$ cat src/rtl/icmp_stream_arbiter.sv
// Packet-granular 2:1 round-robin arbiter in front of icmp_reply stream_in: one arbitration cycle, then zero-latency pass-through.
// stream_out_ready reaches only the granted source; the other is held off until its EOP. Optional stats: ICMP_ARB_STATS_EN.
module icmp_stream_arbiter #(
   parameter int DATA_WIDTH  = 32,
   parameter int EMPTY_WIDTH = 2
) (
   input  logic                   clk,
   input  logic                   reset_n,
   input  logic [DATA_WIDTH-1:0]  in0_data,
   input  logic [EMPTY_WIDTH-1:0] in0_empty,
   input  logic                   in0_valid,
   input  logic                   in0_startofpacket,
   input  logic                   in0_endofpacket,
   output logic                   in0_ready,
   input  logic [DATA_WIDTH-1:0]  in1_data,
   input  logic [EMPTY_WIDTH-1:0] in1_empty,
   input  logic                   in1_valid,
   input  logic                   in1_startofpacket,
   input  logic                   in1_endofpacket,
   output logic                   in1_ready,
   output logic [DATA_WIDTH-1:0]  stream_out_data,
   output logic [EMPTY_WIDTH-1:0] stream_out_empty,
   output logic                   stream_out_valid,
   output logic                   stream_out_startofpacket,
   output logic                   stream_out_endofpacket,
   input  logic                   stream_out_ready,
   output logic                   stream_out_channel
`ifdef ICMP_ARB_STATS_EN
   ,
   output logic [15:0]            pkt_count0,
   output logic [15:0]            pkt_count1,
   output logic                   arb_conflict
`endif
);

   typedef struct packed {
      logic [DATA_WIDTH-1:0]  data;
      logic [EMPTY_WIDTH-1:0] empty;
      logic                   sop;
      logic                   eop;
   } beat_t;

   typedef enum logic {S_IDLE, S_PASS} state_t;

   state_t state;
   logic   sel;
   logic   last_grant;

   beat_t  beat0;
   beat_t  beat1;
   beat_t  cur_beat;
   logic   cur_valid;
   logic   accept_eop;

   assign beat0     = {in0_data, in0_empty, in0_startofpacket, in0_endofpacket};
   assign beat1     = {in1_data, in1_empty, in1_startofpacket, in1_endofpacket};
   assign cur_beat  = sel ? beat1 : beat0;
   assign cur_valid = sel ? in1_valid : in0_valid;

   assign accept_eop = (state == S_PASS) && cur_valid && stream_out_ready && cur_beat.eop;

   // Idle drives everything to zero so the responder never sees stale data.
   always_comb begin
      stream_out_data          = '0;
      stream_out_empty         = '0;
      stream_out_valid         = 1'b0;
      stream_out_startofpacket = 1'b0;
      stream_out_endofpacket   = 1'b0;
      stream_out_channel       = 1'b0;
      in0_ready                = 1'b0;
      in1_ready                = 1'b0;
      if (state == S_PASS) begin
         stream_out_data          = cur_beat.data;
         stream_out_empty         = cur_beat.empty;
         stream_out_valid         = cur_valid;
         stream_out_startofpacket = cur_beat.sop;
         stream_out_endofpacket   = cur_beat.eop;
         stream_out_channel       = sel;
         in0_ready                = ~sel & stream_out_ready;
         in1_ready                = sel & stream_out_ready;
      end
   end

   always_ff @(posedge clk) begin
      if (!reset_n) begin
         state      <= S_IDLE;
         sel        <= 1'b0;
         last_grant <= 1'b1;
      end else begin
         case (state)
            S_IDLE: begin
               if (in0_valid && in1_valid) begin
                  sel   <= ~last_grant;
                  state <= S_PASS;
               end else if (in0_valid) begin
                  sel   <= 1'b0;
                  state <= S_PASS;
               end else if (in1_valid) begin
                  sel   <= 1'b1;
                  state <= S_PASS;
               end
            end
            S_PASS: begin
               if (accept_eop) begin
                  state      <= S_IDLE;
                  last_grant <= sel;
               end
            end
            default: state <= S_IDLE;
         endcase
      end
   end

`ifdef ICMP_ARB_STATS_EN
   always_ff @(posedge clk) begin
      if (!reset_n) begin
         pkt_count0   <= '0;
         pkt_count1   <= '0;
         arb_conflict <= 1'b0;
      end else begin
         arb_conflict <= (state == S_IDLE) && in0_valid && in1_valid;
         if (accept_eop && !sel) pkt_count0 <= pkt_count0 + 16'd1;
         if (accept_eop && sel)  pkt_count1 <= pkt_count1 + 16'd1;
      end
   end
`endif

endmodule

$ cat config.mk
export PLATFORM = sky130hd
export DESIGN_NAME = icmp_stream_arbiter
export DESIGN_NICKNAME = d
export VERILOG_FILES = /design/src/rtl/icmp_stream_arbiter.sv
export SDC_FILE = /design/constraint.sdc
export NUM_CORES = 1
export LEC_CHECK = 0
export BUFFER_PORTS_ARGS = -buffer_cell sky130_fd_sc_hd__buf_2
export CELL_PAD_IN_SITES_DETAIL_PLACEMENT = 1
export CELL_PAD_IN_SITES_GLOBAL_PLACEMENT = 1
export CORE_ASPECT_RATIO = 2
export CORE_MARGIN = 4
export CORE_UTILIZATION = 16
export CTS_CLUSTER_SIZE = 28
export DETAILED_ROUTE_END_ITERATION = 8
export GPL_TIMING_DRIVEN = 0
export PLACE_DENSITY_LB_ADDON = 0.25
export SLEW_MARGIN = 0
export SYNTH_ARGS = -nofsm -noshare
export SYNTH_HDL_FRONTEND = slang
export SYNTH_SLANG_ARGS = --single-unit
$ cat constraint.sdc
create_clock -name clk -period 1.49 [get_ports clk]
set_input_delay 0.0745 -clock clk [delete_from_list [all_inputs] [get_ports clk]]
set_output_delay 0.0745 -clock clk [all_outputs]
set_load 0.02 [all_outputs]
==> run_summary.xml, run 1 <==
<?xml version="1.0" encoding="UTF-8"?>
<metrics>
  <group name="status">
    <metric name="outcome" unit="">finished, final reports clean</metric>
  </group>
  <group name="sta">
    <metric name="final-setup-viol-count" unit="">0</metric>
    <metric name="fin_tns_setup" unit="ns">0</metric>
    <metric name="timing.fmax" unit="MHz">708.1</metric>
    <metric name="timing_hold_violations_final" unit="">0</metric>
    <metric name="max_slew_margin" unit="">0.7046</metric>
    <metric name="grt_setup_unrepaired" unit="">true</metric>
    <metric name="worst_slew_pin_slew" unit="ns">0.4431</metric>
    <metric name="slew_viol_final" unit="">0</metric>
    <metric name="finalWorstPathRequiredPeriod" unit="ns">1.412</metric>
    <metric name="post-route-period-util" unit="">0.9479</metric>
    <metric name="fin_skew" unit="ns">0.001799</metric>
    <metric name="worst_slack" unit="ns">0.07770</metric>
  </group>
  <group name="synthesis">
    <metric name="synth-simple-area-share" unit="">0.2391</metric>
    <metric name="ys.warnings.count" unit="">0</metric>
    <metric name="synth.net_count" unit="">179</metric>
    <metric name="synthesis.area_per_instance" unit="µm²">7.029</metric>
    <metric name="unique_masters_post_synth" unit="">17</metric>
    <metric name="yosys.area.top_type" unit="">sky130_fd_sc_hd__mux2i_1</metric>
    <metric name="synth_top_cells_by_area" unit="">sky130_fd_sc_hd__mux2i_1, sky130_fd_sc_hd__nor2_1, sky130_fd_sc_hd__dfxtp_1, sky130_fd_sc_hd__buf_4, sky130_fd_sc_hd__buf_2</metric>
    <metric name="synth_seq_cells" unit="">3</metric>
    <metric name="synth_top_family_by_area" unit="">multiplexers</metric>
    <metric name="synth_area" unit="µm²">716.9</metric>
    <metric name="post_synth_xor_area_fraction" unit="">0</metric>
    <metric name="yosysSeqAreaShare" unit="">0.08377</metric>
    <metric name="synthesized_area_fraction_occupied_by_ao_oa_aoi_and_oai_cells" unit="">0.05934</metric>
    <metric name="syn_inst" unit="">102</metric>
    <metric name="synth_top_area_frac" unit="">0.5166</metric>
    <metric name="synth_adder_area_share" unit="">0</metric>
    <metric name="multiplexer_area_fraction_after_synthesis" unit="">0.5166</metric>
  </group>
  <group name="placed_design">
    <metric name="numPortBuffers" unit="">116</metric>
    <metric name="place.gp.congestion" unit="">0.7740</metric>
    <metric name="place_hpwl" unit="µm">3217</metric>
    <metric name="dp_worst_setup_slack" unit="ns">0.2321</metric>
  </group>
  <group name="power">
    <metric name="peakVddDrop" unit="mV">0.3253</metric>
    <metric name="pwr_density_cell" unit="mW/mm²">558.6</metric>
    <metric name="p_leak" unit="nW">0.8024</metric>
    <metric name="report.power.total" unit="mW">0.7975</metric>
  </group>
  <group name="clock_network">
    <metric name="setup_fix_buffers_added_after_clock_tree_synthesis" unit="">0</metric>
    <metric name="worstSkewPairLatency" unit="ns">0.22</metric>
    <metric name="cts_tree" unit="">yes</metric>
    <metric name="cts_made_buffers" unit="">3</metric>
    <metric name="buffer_cell_driving_the_clock_tree_root" unit="">sky130_fd_sc_hd__clkbuf_8</metric>
    <metric name="cts_sinks" unit="">3</metric>
    <metric name="ctsHtreeMaxLevel" unit="">1</metric>
    <metric name="max-clock-path-buffers" unit="">2</metric>
    <metric name="cts_hold_buf" unit="">0</metric>
    <metric name="worst_setup_hold_path_clk_slew" unit="ns">0.03</metric>
  </group>
  <group name="setup_path">
    <metric name="cp-end-kind" unit="">output port</metric>
    <metric name="worst_ep_arrival_time" unit="ns">1.34</metric>
    <metric name="criticalPathCategory" unit="">reg -&gt; out</metric>
    <metric name="timing.critical_path.fanout_max" unit="">10</metric>
    <metric name="worst-r2r-setup-slack" unit="ns">0.36</metric>
    <metric name="crit_required" unit="ns">1.42</metric>
    <metric name="timing.critical_path.from_type" unit="">flop</metric>
  </group>
  <group name="finish">
    <metric name="final_layout_size_suffix_gt1_frac" unit="">0.5766</metric>
    <metric name="most_common_cell_after_layout_fill_and_taps_aside" unit="">sky130_fd_sc_hd__buf_2</metric>
    <metric name="layout_common_cells" unit="">sky130_fd_sc_hd__buf_2, sky130_fd_sc_hd__nor2_1, sky130_fd_sc_hd__mux2i_1</metric>
    <metric name="nets" unit="">300</metric>
    <metric name="area_growth_syn_to_layout" unit="%">99.13</metric>
    <metric name="finalCoreUtilization" unit="">0.3290</metric>
    <metric name="antenna_cells_inserted" unit="">0</metric>
  </group>
  <group name="global_routing">
    <metric name="grt_max_degree" unit="">11</metric>
    <metric name="globalRoute.totalOverflow" unit="">0</metric>
    <metric name="globalRouteTotalUtil" unit="">0.1258</metric>
    <metric name="antenna_found_initial" unit="">0</metric>
    <metric name="first_global_vias" unit="">1208</metric>
    <metric name="wire_length_of_the_first_global_routing_pass" unit="µm">5761</metric>
  </group>
  <group name="floorplan">
    <metric name="die_x" unit="µm">55.34</metric>
    <metric name="initial_core_util" unit="">0.1652</metric>
    <metric name="fp.dieArea" unit="mm²">0.005681</metric>
    <metric name="fp.coreArea" unit="mm²">0.004339</metric>
    <metric name="die_h" unit="µm">102.7</metric>
    <metric name="floorplan_row_count" unit="">34</metric>
    <metric name="num_io_pins" unit="">117</metric>
  </group>
  <group name="routing">
    <metric name="route.vias.total" unit="">1175</metric>
    <metric name="drt_iter0_markers" unit="">10</metric>
    <metric name="final_antenna_net_count" unit="">0</metric>
    <metric name="final_routed_wirelength_across_all_metal_layers" unit="µm">3630</metric>
    <metric name="first_pass_detailed_route_iteration_total" unit="">4</metric>
    <metric name="routedWlPerCell" unit="µm">13.15</metric>
    <metric name="drt-vias-per-instance" unit="">4.257</metric>
    <metric name="remaining_drc_errors" unit="">0</metric>
  </group>
  <group name="worst_hold_path">
    <metric name="hold_class" unit="">in -&gt; reg</metric>
  </group>
  <group name="run">
    <metric name="cap_violations" unit="">0</metric>
  </group>
</metrics>
==> synthesized netlist by cell type <==
master and n:
sky130_fd_sc_hd__nor2_1 39, sky130_fd_sc_hd__mux2i_1 37, sky130_fd_sc_hd__buf_2 4, sky130_fd_sc_hd__buf_4 3, sky130_fd_sc_hd__dfxtp_1 3, sky130_fd_sc_hd__inv_1 3
sky130_fd_sc_hd__nand2_1 2, sky130_fd_sc_hd__o31ai_1 2, sky130_fd_sc_hd__a21boi_0 1, sky130_fd_sc_hd__and2_1 1, sky130_fd_sc_hd__and3_1 1, sky130_fd_sc_hd__buf_8 1
sky130_fd_sc_hd__clkbuf_1 1, sky130_fd_sc_hd__nor3_1 1, sky130_fd_sc_hd__o211ai_1 1, sky130_fd_sc_hd__o21ai_0 1, sky130_fd_sc_hd__o21bai_1 1
==> power by group <==
part           switching, mW  internal (mW)  leakage (nW)
Clock                 0.0606          0.183        0.0228
Sequential           0.00385         0.0863        0.0249
Combinational          0.254          0.210         0.755
==> critical path, cell delays in order (launching register included) <==
cell,delay (ns)
sky130_fd_sc_hd__dfxtp_1,0.30
sky130_fd_sc_hd__buf_4,0.15
sky130_fd_sc_hd__buf_6,0.18
sky130_fd_sc_hd__mux2i_1,0.26
sky130_fd_sc_hd__nor2_1,0.06
sky130_fd_sc_hd__buf_2,0.17
==> path summary, 6_finish.rpt <==
| kind | to | cells after the start | startpoint |
|---|---|---|---|
| max | stream_out_data[8] | 5 | sel$_SDFFE_PN0P_ |
| min | state$_SDFF_PN0_ | 3 | reset_n |
| max reg2reg | last_grant$_SDFFE_PN1P_ | 4 | sel$_SDFFE_PN0P_ |
| min reg2reg | last_grant$_SDFFE_PN1P_ | 2 | last_grant$_SDFFE_PN1P_ |
==> metrics by stage <==
step / std cells / area [µm²] / hold slack, ns
after floorplan: 102 / 716.9 / 0.2010
after global routing: 276 / 1428 / 0.1395
after global placement: 272 / 1365 / 0.3392
final: 276 / 1428 / 0.1102
after detailed placement: 272 / 1365 / 0.3471
after CTS: 276 / 1415 / 0.1107
==> per-layer routing <==
layer	global-route usage	wire, µm	vias up
met4	0.04494	46	0
li1	-	-	582
met1	0.1209	1223	509
met5	0	0	-
met3	0.03383	350	6
met2	0.2509	2008	78
==> timing repair <==
action / in CTS / in global routing
cloned: 0 / 0
setup endpoints to repair: 3 / 21
resized for setup: 2 / 7
==> cell type report <==
type / count / area (µm²)
clock buffer: 4 / 45.04
multi-input combinational: 87 / 584.3
sequential: 3 / 61.31
inverter: 3 / 11.26
fill: 607 / 2912
tap: 54 / 67.56
timing repair buffer: 116 / 585.6
buffer: 9 / 72.57
==> registers in the layout, summed over array words and instances (netlist names) <==
name        count
last_grant      1
sel             1
state           1
==> cell families (layout without fill, tap and decap cells) <==
logic type / count (synthesis) / count (layout)
buffers and inverters: 12 / 132
AND/OR/NAND/NOR: 44 / 44
flip-flops: 3 / 3
AO/OA/AOI/OAI: 6 / 6
multiplexers: 37 / 37
No activity file was read; power rests on OpenSTA's default activity.
==> run 2, diff against run 1 <==
--- a/config.mk
+++ b/config.mk
@@ -5,12 +5,13 @@
 export SDC_FILE = /design/constraint.sdc
 export NUM_CORES = 1
 export LEC_CHECK = 0
+export ABC_AREA = 1
 export BUFFER_PORTS_ARGS = -buffer_cell sky130_fd_sc_hd__buf_2
 export CELL_PAD_IN_SITES_DETAIL_PLACEMENT = 1
 export CELL_PAD_IN_SITES_GLOBAL_PLACEMENT = 1
 export CORE_ASPECT_RATIO = 2
 export CORE_MARGIN = 4
-export CORE_UTILIZATION = 16
+export CORE_UTILIZATION = 14
 export CTS_CLUSTER_SIZE = 28
 export DETAILED_ROUTE_END_ITERATION = 8
 export GPL_TIMING_DRIVEN = 0
==> run 2 against run 1 <==
Synthesized cell count decreased by 20%. Sequential share of layout area increased by 0.20 points. Register-to-register slack about the same. Critical endpoint is now stream_out_data[23].
==> run_summary.xml, run 2 <==
<?xml version="1.0" encoding="UTF-8"?>
<metrics>
  <group name="routing">
    <metric name="route.vias.total" unit="">1154</metric>
    <metric name="drt_iter0_markers" unit="">9</metric>
    <metric name="final_routed_wirelength_across_all_metal_layers" unit="µm">3967</metric>
    <metric name="first_pass_detailed_route_iteration_total" unit="">4</metric>
    <metric name="drt-vias-per-instance" unit="">4.473</metric>
    <metric name="final_antenna_net_count" unit="">0</metric>
    <metric name="remaining_drc_errors" unit="">0</metric>
    <metric name="routedWlPerCell" unit="µm">15.38</metric>
  </group>
  <group name="synthesis">
    <metric name="asyncSetResetFlopFracSynth" unit="">0</metric>
    <metric name="synth_area" unit="µm²">604.3</metric>
    <metric name="syn_inst" unit="">82</metric>
    <metric name="synth_enable_flop_cells" unit="">0</metric>
    <metric name="yosysSeqAreaShare" unit="">0.09938</metric>
    <metric name="synth.top_cells.by_count" unit="">sky130_fd_sc_hd__a22o_1, sky130_fd_sc_hd__inv_1, sky130_fd_sc_hd__nand2_1</metric>
    <metric name="synthFlopType" unit="">sky130_fd_sc_hd__dfxtp_1</metric>
    <metric name="unique_masters_post_synth" unit="">17</metric>
    <metric name="yosys.area.top_type" unit="">sky130_fd_sc_hd__a22o_1</metric>
    <metric name="synth.net_count" unit="">159</metric>
    <metric name="synth_top_cells_by_area" unit="">sky130_fd_sc_hd__a22o_1, sky130_fd_sc_hd__dfxtp_1, sky130_fd_sc_hd__buf_6, sky130_fd_sc_hd__inv_1, sky130_fd_sc_hd__nand2_1</metric>
    <metric name="synthesis.area_per_instance" unit="µm²">7.370</metric>
    <metric name="synth_top_area_frac" unit="">0.5072</metric>
    <metric name="synth_seq_cells" unit="">3</metric>
    <metric name="post-synth-top-count-cell" unit="">sky130_fd_sc_hd__a22o_1</metric>
    <metric name="ys.warnings.count" unit="">0</metric>
  </group>
  <group name="power">
    <metric name="pwr-share-comb" unit="">0.610</metric>
    <metric name="switching_share" unit="">0.3971</metric>
    <metric name="p_seq_frac" unit="">0.109</metric>
    <metric name="peakVddDrop" unit="mV">0.4570</metric>
    <metric name="report.power.total" unit="mW">0.8243</metric>
    <metric name="clock_power_share" unit="">0.281</metric>
    <metric name="pwr_density_cell" unit="mW/mm²">617.4</metric>
    <metric name="internal_power" unit="mW">0.4970</metric>
    <metric name="net-switching-power" unit="mW">0.3273</metric>
    <metric name="p_leak" unit="nW">0.8569</metric>
  </group>
  <group name="setup_path">
    <metric name="crit_path_end" unit="">stream_out_data[23]</metric>
    <metric name="timing.critical_path.fanout_max" unit="">10</metric>
    <metric name="worst-path-stages" unit="">5</metric>
    <metric name="critical-path-slowest-cell" unit="">sky130_fd_sc_hd__dfxtp_1</metric>
    <metric name="worst-r2r-setup-slack" unit="ns">0.37</metric>
    <metric name="worstPathBufferInverterCount" unit="">3</metric>
    <metric name="cp-end-kind" unit="">output port</metric>
    <metric name="startpoint" unit="">state$_SDFF_PN0_</metric>
    <metric name="crit_required" unit="ns">1.42</metric>
    <metric name="path_cells" unit="">nand2_1 -&gt; inv_4 -&gt; clkbuf_4 -&gt; a22o_1 -&gt; buf_2</metric>
    <metric name="r2r_end" unit="">last_grant$_SDFFE_PN1P_</metric>
    <metric name="criticalPathCategory" unit="">reg -&gt; out</metric>
    <metric name="timing.critical_path.from_type" unit="">flop</metric>
    <metric name="crit_family" unit="">buffers and inverters</metric>
    <metric name="critical_path.max_stage_delay" unit="ns">0.33</metric>
    <metric name="worstReg2RegStart" unit="">state$_SDFF_PN0_</metric>
    <metric name="worst_ep_arrival_time" unit="ns">1.29</metric>
    <metric name="r2r.worst_path.cells" unit="">8</metric>
  </group>
  <group name="clock_network">
    <metric name="max-clock-path-buffers" unit="">2</metric>
    <metric name="cts_hold_buf" unit="">0</metric>
    <metric name="cts_tree" unit="">yes</metric>
    <metric name="worstSkewPairLatency" unit="ns">0.21</metric>
    <metric name="ctsHtreeMaxLevel" unit="">1</metric>
    <metric name="cts_made_buffers" unit="">3</metric>
    <metric name="cts_sinks" unit="">3</metric>
    <metric name="worst_setup_hold_path_clk_slew" unit="ns">0.03</metric>
    <metric name="buffer_cell_driving_the_clock_tree_root" unit="">sky130_fd_sc_hd__clkbuf_8</metric>
  </group>
  <group name="placed_design">
    <metric name="place.gp.congestion" unit="">0.7424</metric>
    <metric name="place_hpwl" unit="µm">3525</metric>
    <metric name="numPortBuffers" unit="">116</metric>
    <metric name="dp_worst_setup_slack" unit="ns">0.2267</metric>
    <metric name="dpl_cell_area" unit="mm²">0.001250</metric>
  </group>
  <group name="floorplan">
    <metric name="fp.dieArea" unit="mm²">0.005495</metric>
    <metric name="die_h" unit="µm">100.9</metric>
    <metric name="fp.coreArea" unit="mm²">0.004129</metric>
    <metric name="num_io_pins" unit="">117</metric>
    <metric name="die_x" unit="µm">54.46</metric>
    <metric name="floorplan_row_count" unit="">33</metric>
    <metric name="initial_core_util" unit="">0.1464</metric>
  </group>
  <group name="run">
    <metric name="cap_violations" unit="">0</metric>
  </group>
  <group name="finish">
    <metric name="layout.cell_area.non_filler" unit="mm²">0.001335</metric>
    <metric name="antenna_cells_inserted" unit="">0</metric>
    <metric name="final_layout_size_suffix_gt1_frac" unit="">0.6553</metric>
    <metric name="layout_common_cells" unit="">sky130_fd_sc_hd__buf_2, sky130_fd_sc_hd__a22o_1, sky130_fd_sc_hd__nand2_1</metric>
    <metric name="most_common_cell_after_layout_fill_and_taps_aside" unit="">sky130_fd_sc_hd__buf_2</metric>
    <metric name="area_growth_syn_to_layout" unit="%">120.9</metric>
    <metric name="largestRegisters" unit="">last_grant x1, sel x1, state x1</metric>
    <metric name="nets" unit="">284</metric>
  </group>
  <group name="global_routing">
    <metric name="globalRouteTotalUtil" unit="">0.1380</metric>
    <metric name="first_global_vias" unit="">1167</metric>
    <metric name="grt_max_degree" unit="">11</metric>
    <metric name="antenna_found_initial" unit="">0</metric>
    <metric name="wire_length_of_the_first_global_routing_pass" unit="µm">5623</metric>
    <metric name="globalRoute.totalOverflow" unit="">0</metric>
  </group>
  <group name="sta">
    <metric name="post-route-period-util" unit="">0.9126</metric>
    <metric name="fin_tns_setup" unit="ns">0</metric>
    <metric name="hold-worst-slack" unit="ns">0.06302</metric>
    <metric name="worst_slack" unit="ns">0.1302</metric>
    <metric name="worst_slew_pin_slew" unit="ns">0.2435</metric>
    <metric name="grt_setup_unrepaired" unit="">false</metric>
    <metric name="timing_hold_violations_final" unit="">0</metric>
    <metric name="fin_skew" unit="ns">0.001222</metric>
    <metric name="final-setup-viol-count" unit="">0</metric>
    <metric name="slew_viol_final" unit="">0</metric>
    <metric name="finalWorstPathRequiredPeriod" unit="ns">1.360</metric>
    <metric name="timing.fmax" unit="MHz">735.4</metric>
    <metric name="max_slew_margin" unit="">0.8366</metric>
  </group>
  <group name="worst_hold_path">
    <metric name="hold_class" unit="">in -&gt; reg</metric>
  </group>
  <group name="status">
    <metric name="outcome" unit="">finished, final reports clean</metric>
  </group>
</metrics>
==> run 2: cell count changes after synthesis, moves of 2 or more <==
cell | before | now
sky130_fd_sc_hd__nor2_1 | 39 | 4
sky130_fd_sc_hd__buf_6 | 0 | 4
sky130_fd_sc_hd__inv_1 | 3 | 9
sky130_fd_sc_hd__a21oi_1 | 0 | 2
sky130_fd_sc_hd__mux2i_1 | 37 | 0
sky130_fd_sc_hd__nand2_2 | 0 | 2
sky130_fd_sc_hd__buf_4 | 3 | 0
sky130_fd_sc_hd__nand2_1 | 2 | 9
sky130_fd_sc_hd__nand3_1 | 0 | 4
sky130_fd_sc_hd__o31ai_1 | 2 | 0
sky130_fd_sc_hd__a22o_1 | 0 | 35
==> run 2: metrics by stage <==
step	utilization	instances
after floorplan	-	82
after global placement	0.3027	250
after detailed placement	0.3027	250
after CTS	0.3136	254
after global routing	0.3233	258
final	0.3233	258
==> run 2: power groups by stage <==
stage	Sequential, mW	Combinational [mW]	Clock (mW)
2_1_floorplan	0.0898	0.281	0
3_3_place_gp	0.0904	0.494	0
3_5_place_dp	0.0904	0.497	0
4_1_cts	0.0893	0.498	0.238
5_1_grt	0.0907	0.547	0.246
6_report	0.0898	0.503	0.232
==> run 2: logic make-up after synthesis <==
logic type | after synthesis | share of synthesized area
simple gates | 22 | 0.1863
buf+inv | 17 | 0.1615
flops | 3 | 0.09938
compound gates | 40 | 0.5528
==> run 2: repair_timing <==
| item | 4_1_cts | 5_1_grt |
|---|---|---|
| setup buffers | 0 | 4 |
| gates resized for setup | 0 | 5 |
| endpoints found under the setup margin | 4 | 30 |
| pin swaps | 0 | 1 |
==> run 2: area by class of cell <==
| cell class | instances | area (µm²) |
|---|---|---|
| buffer | 7 | 67.56 |
| clock buffer | 4 | 45.04 |
| fill | 572 | 2794 |
| inverter | 10 | 40.04 |
| multi-input combinational | 62 | 446.7 |
| sequential | 3 | 60.06 |
| tap | 52 | 65.06 |
| timing repair buffer | 120 | 610.6 |
==> run 2: worst min-delay path by stage <==
| stage | startpoint | endpoint | slack (ns) | depth (start not counted) |
|---|---|---|---|---|
| floorplan | reset_n | last_grant$_SDFFE_PN1P_ | 0.16 | 1 |
| finish | reset_n | last_grant$_SDFFE_PN1P_ | 0.06 | 2 |
| CTS | reset_n | last_grant$_SDFFE_PN1P_ | 0.06 | 2 |
| global placement | reset_n | last_grant$_SDFFE_PN1P_ | 0.28 | 2 |
| detailed placement | reset_n | last_grant$_SDFFE_PN1P_ | 0.28 | 2 |
| global route | reset_n | last_grant$_SDFFE_PN1P_ | 0.07 | 2 |
==> run 2: metal layers <==
metal,vias to the layer above,GRT usage,part of all wire
li1,565,-,-
met1,526,0.1137,0.29
met2,63,0.2992,0.63
met3,0,0.02370,0.081
met4,0,0.02687,0
met5,-,0,0
==> run 3, diff against run 2 <==
--- a/config.mk
+++ b/config.mk
@@ -6,7 +6,7 @@
 export NUM_CORES = 1
 export LEC_CHECK = 0
 export ABC_AREA = 1
-export BUFFER_PORTS_ARGS = -buffer_cell sky130_fd_sc_hd__buf_2
+export BUFFER_PORTS_ARGS = -buffer_cell sky130_fd_sc_hd__buf_4
 export CELL_PAD_IN_SITES_DETAIL_PLACEMENT = 1
 export CELL_PAD_IN_SITES_GLOBAL_PLACEMENT = 1
 export CORE_ASPECT_RATIO = 2
@@ -16,6 +16,7 @@
 export DETAILED_ROUTE_END_ITERATION = 8
 export GPL_TIMING_DRIVEN = 0
 export PLACE_DENSITY_LB_ADDON = 0.25
+export REMOVE_ABC_BUFFERS = 1
 export SLEW_MARGIN = 0
 export SYNTH_ARGS = -nofsm -noshare
 export SYNTH_HDL_FRONTEND = slang
==> run 3 against run 2 <==
The flow now finishes with violations (setup timing). Clock power grew 5%. Final area is 31% higher. Clock skew about the same. Count of clock-buffer cells in the layout stayed put. Global-route usage increased by 1.8 points. Flip-flop and latch count stayed put. Combinational power up 36%. Sequential power rose by 2.6%. Wire length rose by 20%. Worst setup slack lost 0.13 ns. Hold slack got worse by 0.0015 ns. Critical path type unchanged. Largest power group unchanged.
==> run_summary.xml, run 3 (same netlist as run 2, synthesis figures left out) <==
<?xml version="1.0" encoding="UTF-8"?>
<metrics>
  <group name="status">
    <metric name="outcome" unit="">finished, violations left</metric>
    <metric name="violations" unit="">setup timing</metric>
  </group>
  <group name="floorplan">
    <metric name="fp.coreArea" unit="mm²">0.004129</metric>
    <metric name="initial_core_util" unit="">0.1464</metric>
    <metric name="die_h" unit="µm">100.9</metric>
    <metric name="die_x" unit="µm">54.46</metric>
    <metric name="floorplan_row_count" unit="">33</metric>
    <metric name="num_io_pins" unit="">117</metric>
    <metric name="fp.dieArea" unit="mm²">0.005495</metric>
  </group>
  <group name="setup_path">
    <metric name="worst_path_most_repeated_cell" unit="">sky130_fd_sc_hd__buf_6</metric>
    <metric name="worstPathBufferInverterCount" unit="">3</metric>
    <metric name="cp-end-kind" unit="">output port</metric>
    <metric name="crit_path_end" unit="">stream_out_data[23]</metric>
    <metric name="crit_family" unit="">buffers and inverters</metric>
    <metric name="r2r_end" unit="">last_grant$_SDFFE_PN1P_</metric>
    <metric name="timing.critical_path.from_type" unit="">flop</metric>
    <metric name="worstReg2RegStart" unit="">state$_SDFF_PN0_</metric>
    <metric name="critical_path.max_stage_delay" unit="ns">0.34</metric>
    <metric name="timing.critical_path.fanout_max" unit="">7</metric>
    <metric name="startpoint" unit="">state$_SDFF_PN0_</metric>
    <metric name="worst-path-stages" unit="">5</metric>
    <metric name="worst_ep_arrival_time" unit="ns">1.42</metric>
    <metric name="criticalPathCategory" unit="">reg -&gt; out</metric>
    <metric name="critical-path-slowest-cell" unit="">sky130_fd_sc_hd__dfxtp_2</metric>
    <metric name="crit_required" unit="ns">1.42</metric>
    <metric name="worst-r2r-setup-slack" unit="ns">0.14</metric>
    <metric name="path_cells" unit="">clkinvlp_4 -&gt; buf_6 -&gt; nor2_8 -&gt; a22o_1 -&gt; buf_6</metric>
    <metric name="r2r.worst_path.cells" unit="">8</metric>
  </group>
  <group name="finish">
    <metric name="nets" unit="">282</metric>
    <metric name="antenna_cells_inserted" unit="">0</metric>
    <metric name="final_layout_size_suffix_gt1_frac" unit="">0.6618</metric>
    <metric name="filler_cell_count" unit="">510</metric>
    <metric name="most_common_cell_after_layout_fill_and_taps_aside" unit="">sky130_fd_sc_hd__buf_4</metric>
    <metric name="largestRegisters" unit="">last_grant x1, sel x1, state x1</metric>
    <metric name="layout_common_cells" unit="">sky130_fd_sc_hd__buf_4, sky130_fd_sc_hd__a22o_1, sky130_fd_sc_hd__buf_6</metric>
    <metric name="area_growth_syn_to_layout" unit="%">189.0</metric>
  </group>
  <group name="clock_network">
    <metric name="worstSkewPairLatency" unit="ns">0.22</metric>
    <metric name="cts_tree" unit="">yes</metric>
    <metric name="cts_made_buffers" unit="">3</metric>
    <metric name="cts_hold_buf" unit="">0</metric>
    <metric name="ctsHtreeMaxLevel" unit="">1</metric>
    <metric name="worst_setup_hold_path_clk_slew" unit="ns">0.03</metric>
    <metric name="cts_sinks" unit="">3</metric>
    <metric name="buffer_cell_driving_the_clock_tree_root" unit="">sky130_fd_sc_hd__clkbuf_8</metric>
    <metric name="max-clock-path-buffers" unit="">2</metric>
  </group>
  <group name="worst_hold_path">
    <metric name="hold_class" unit="">in -&gt; reg</metric>
  </group>
  <group name="global_routing">
    <metric name="antenna_found_initial" unit="">0</metric>
    <metric name="first_global_vias" unit="">1215</metric>
    <metric name="globalRouteTotalUtil" unit="">0.1563</metric>
    <metric name="globalRoute.totalOverflow" unit="">0</metric>
    <metric name="grt_max_degree" unit="">38</metric>
    <metric name="wire_length_of_the_first_global_routing_pass" unit="µm">6258</metric>
  </group>
  <group name="routing">
    <metric name="routedWlPerCell" unit="µm">18.65</metric>
    <metric name="drt_iter0_markers" unit="">19</metric>
    <metric name="first_pass_detailed_route_iteration_total" unit="">4</metric>
    <metric name="final_antenna_net_count" unit="">0</metric>
    <metric name="final_routed_wirelength_across_all_metal_layers" unit="µm">4774</metric>
    <metric name="remaining_drc_errors" unit="">0</metric>
    <metric name="drt-vias-per-instance" unit="">4.598</metric>
    <metric name="route.vias.total" unit="">1177</metric>
  </group>
  <group name="sta">
    <metric name="fin_skew" unit="ns">0.001631</metric>
    <metric name="finalWorstPathRequiredPeriod" unit="ns">1.491</metric>
    <metric name="worst_slack" unit="ns">-0.0006388</metric>
    <metric name="max_slew_margin" unit="">0.8346</metric>
    <metric name="grt_setup_unrepaired" unit="">true</metric>
    <metric name="worst_slew_pin_slew" unit="ns">0.2475</metric>
    <metric name="final-setup-viol-count" unit="">1</metric>
    <metric name="slew_viol_final" unit="">0</metric>
    <metric name="timing_hold_violations_final" unit="">0</metric>
    <metric name="timing.fmax" unit="MHz">670.9</metric>
    <metric name="post-route-period-util" unit="">1.000</metric>
  </group>
  <group name="placed_design">
    <metric name="numPortBuffers" unit="">116</metric>
    <metric name="dp_worst_setup_slack" unit="ns">-0.3860</metric>
    <metric name="place_hpwl" unit="µm">3665</metric>
    <metric name="place.gp.congestion" unit="">0.7571</metric>
  </group>
  <group name="run">
    <metric name="cap_violations" unit="">0</metric>
  </group>
  <group name="power">
    <metric name="report.power.total" unit="mW">1.018</metric>
    <metric name="p_leak" unit="nW">0.9420</metric>
    <metric name="peakVddDrop" unit="mV">0.5227</metric>
    <metric name="pwr_density_cell" unit="mW/mm²">583.0</metric>
  </group>
</metrics>
-- run 3: worst min path at each step --
stage | end | depth (start not counted) | slack, ns | from
CTS | last_grant$_SDFFE_PN1P_ | 2 | 0.06 | reset_n
global route | last_grant$_SDFFE_PN1P_ | 2 | 0.08 | reset_n
finish | last_grant$_SDFFE_PN1P_ | 2 | 0.06 | reset_n
detailed placement | last_grant$_SDFFE_PN1P_ | 2 | 0.29 | reset_n
floorplan | last_grant$_SDFFE_PN1P_ | 1 | 0.16 | reset_n
global placement | last_grant$_SDFFE_PN1P_ | 2 | 0.29 | reset_n
-- run 3: final cells by class --
| class | count | area (µm²) | share of cell area |
|---|---|---|---|
| tap | 52 | 65.06 | 0.03725 |
| sequential | 3 | 65.06 | 0.03725 |
| clock buffer | 4 | 45.04 | 0.02579 |
| inverter | 10 | 67.56 | 0.03868 |
| multi-input combinational | 65 | 485.5 | 0.2779 |
| timing repair buffer | 122 | 1018 | 0.5831 |
-- run 3: routing by layer --
| metal | GRT usage | routed length, µm | up-vias |
|---|---|---|---|
| met5 | 0 | 0 | - |
| met4 | 0.04031 | 38 | 0 |
| met3 | 0.08741 | 880 | 3 |
| met2 | 0.2567 | 2242 | 94 |
| met1 | 0.1674 | 1612 | 517 |
| li1 | - | - | 563 |
-- run 3: power breakdown --
| part | internal (mW) | leakage (nW) | switching, mW |
|---|---|---|---|
| registers | 0.0866 | 0.0256 | 0.00554 |
| logic | 0.368 | 0.894 | 0.315 |
| clock network | 0.183 | 0.0228 | 0.0604 |
| total | 0.638 | 0.942 | 0.381 |
-- run 3: repair_timing --
action / 4_1_cts / 5_1_grt
gates cloned: 1 / 2
setup endpoints to repair: 39 / 36
pin swaps: 2 / 18
resized for setup: 6 / 27
buffers inserted: 3 / 3
-- run 3: through the flow --
step / cells / TNS, ns / utilization / area (µm²) / hold slack, ns
2_1_floorplan: 75 / -0.1669 / - / 544.3 / 0.1591
3_3_place_gp: 243 / -7.738 / 0.3585 / 1480 / 0.2868
3_5_place_dp: 243 / -9.145 / 0.3585 / 1480 / 0.2930
4_1_cts: 251 / 0 / 0.3879 / 1602 / 0.06309
5_1_grt: 256 / -0.9422 / 0.4230 / 1747 / 0.08416
6_report: 256 / -0.0006388 / 0.4230 / 1747 / 0.06149
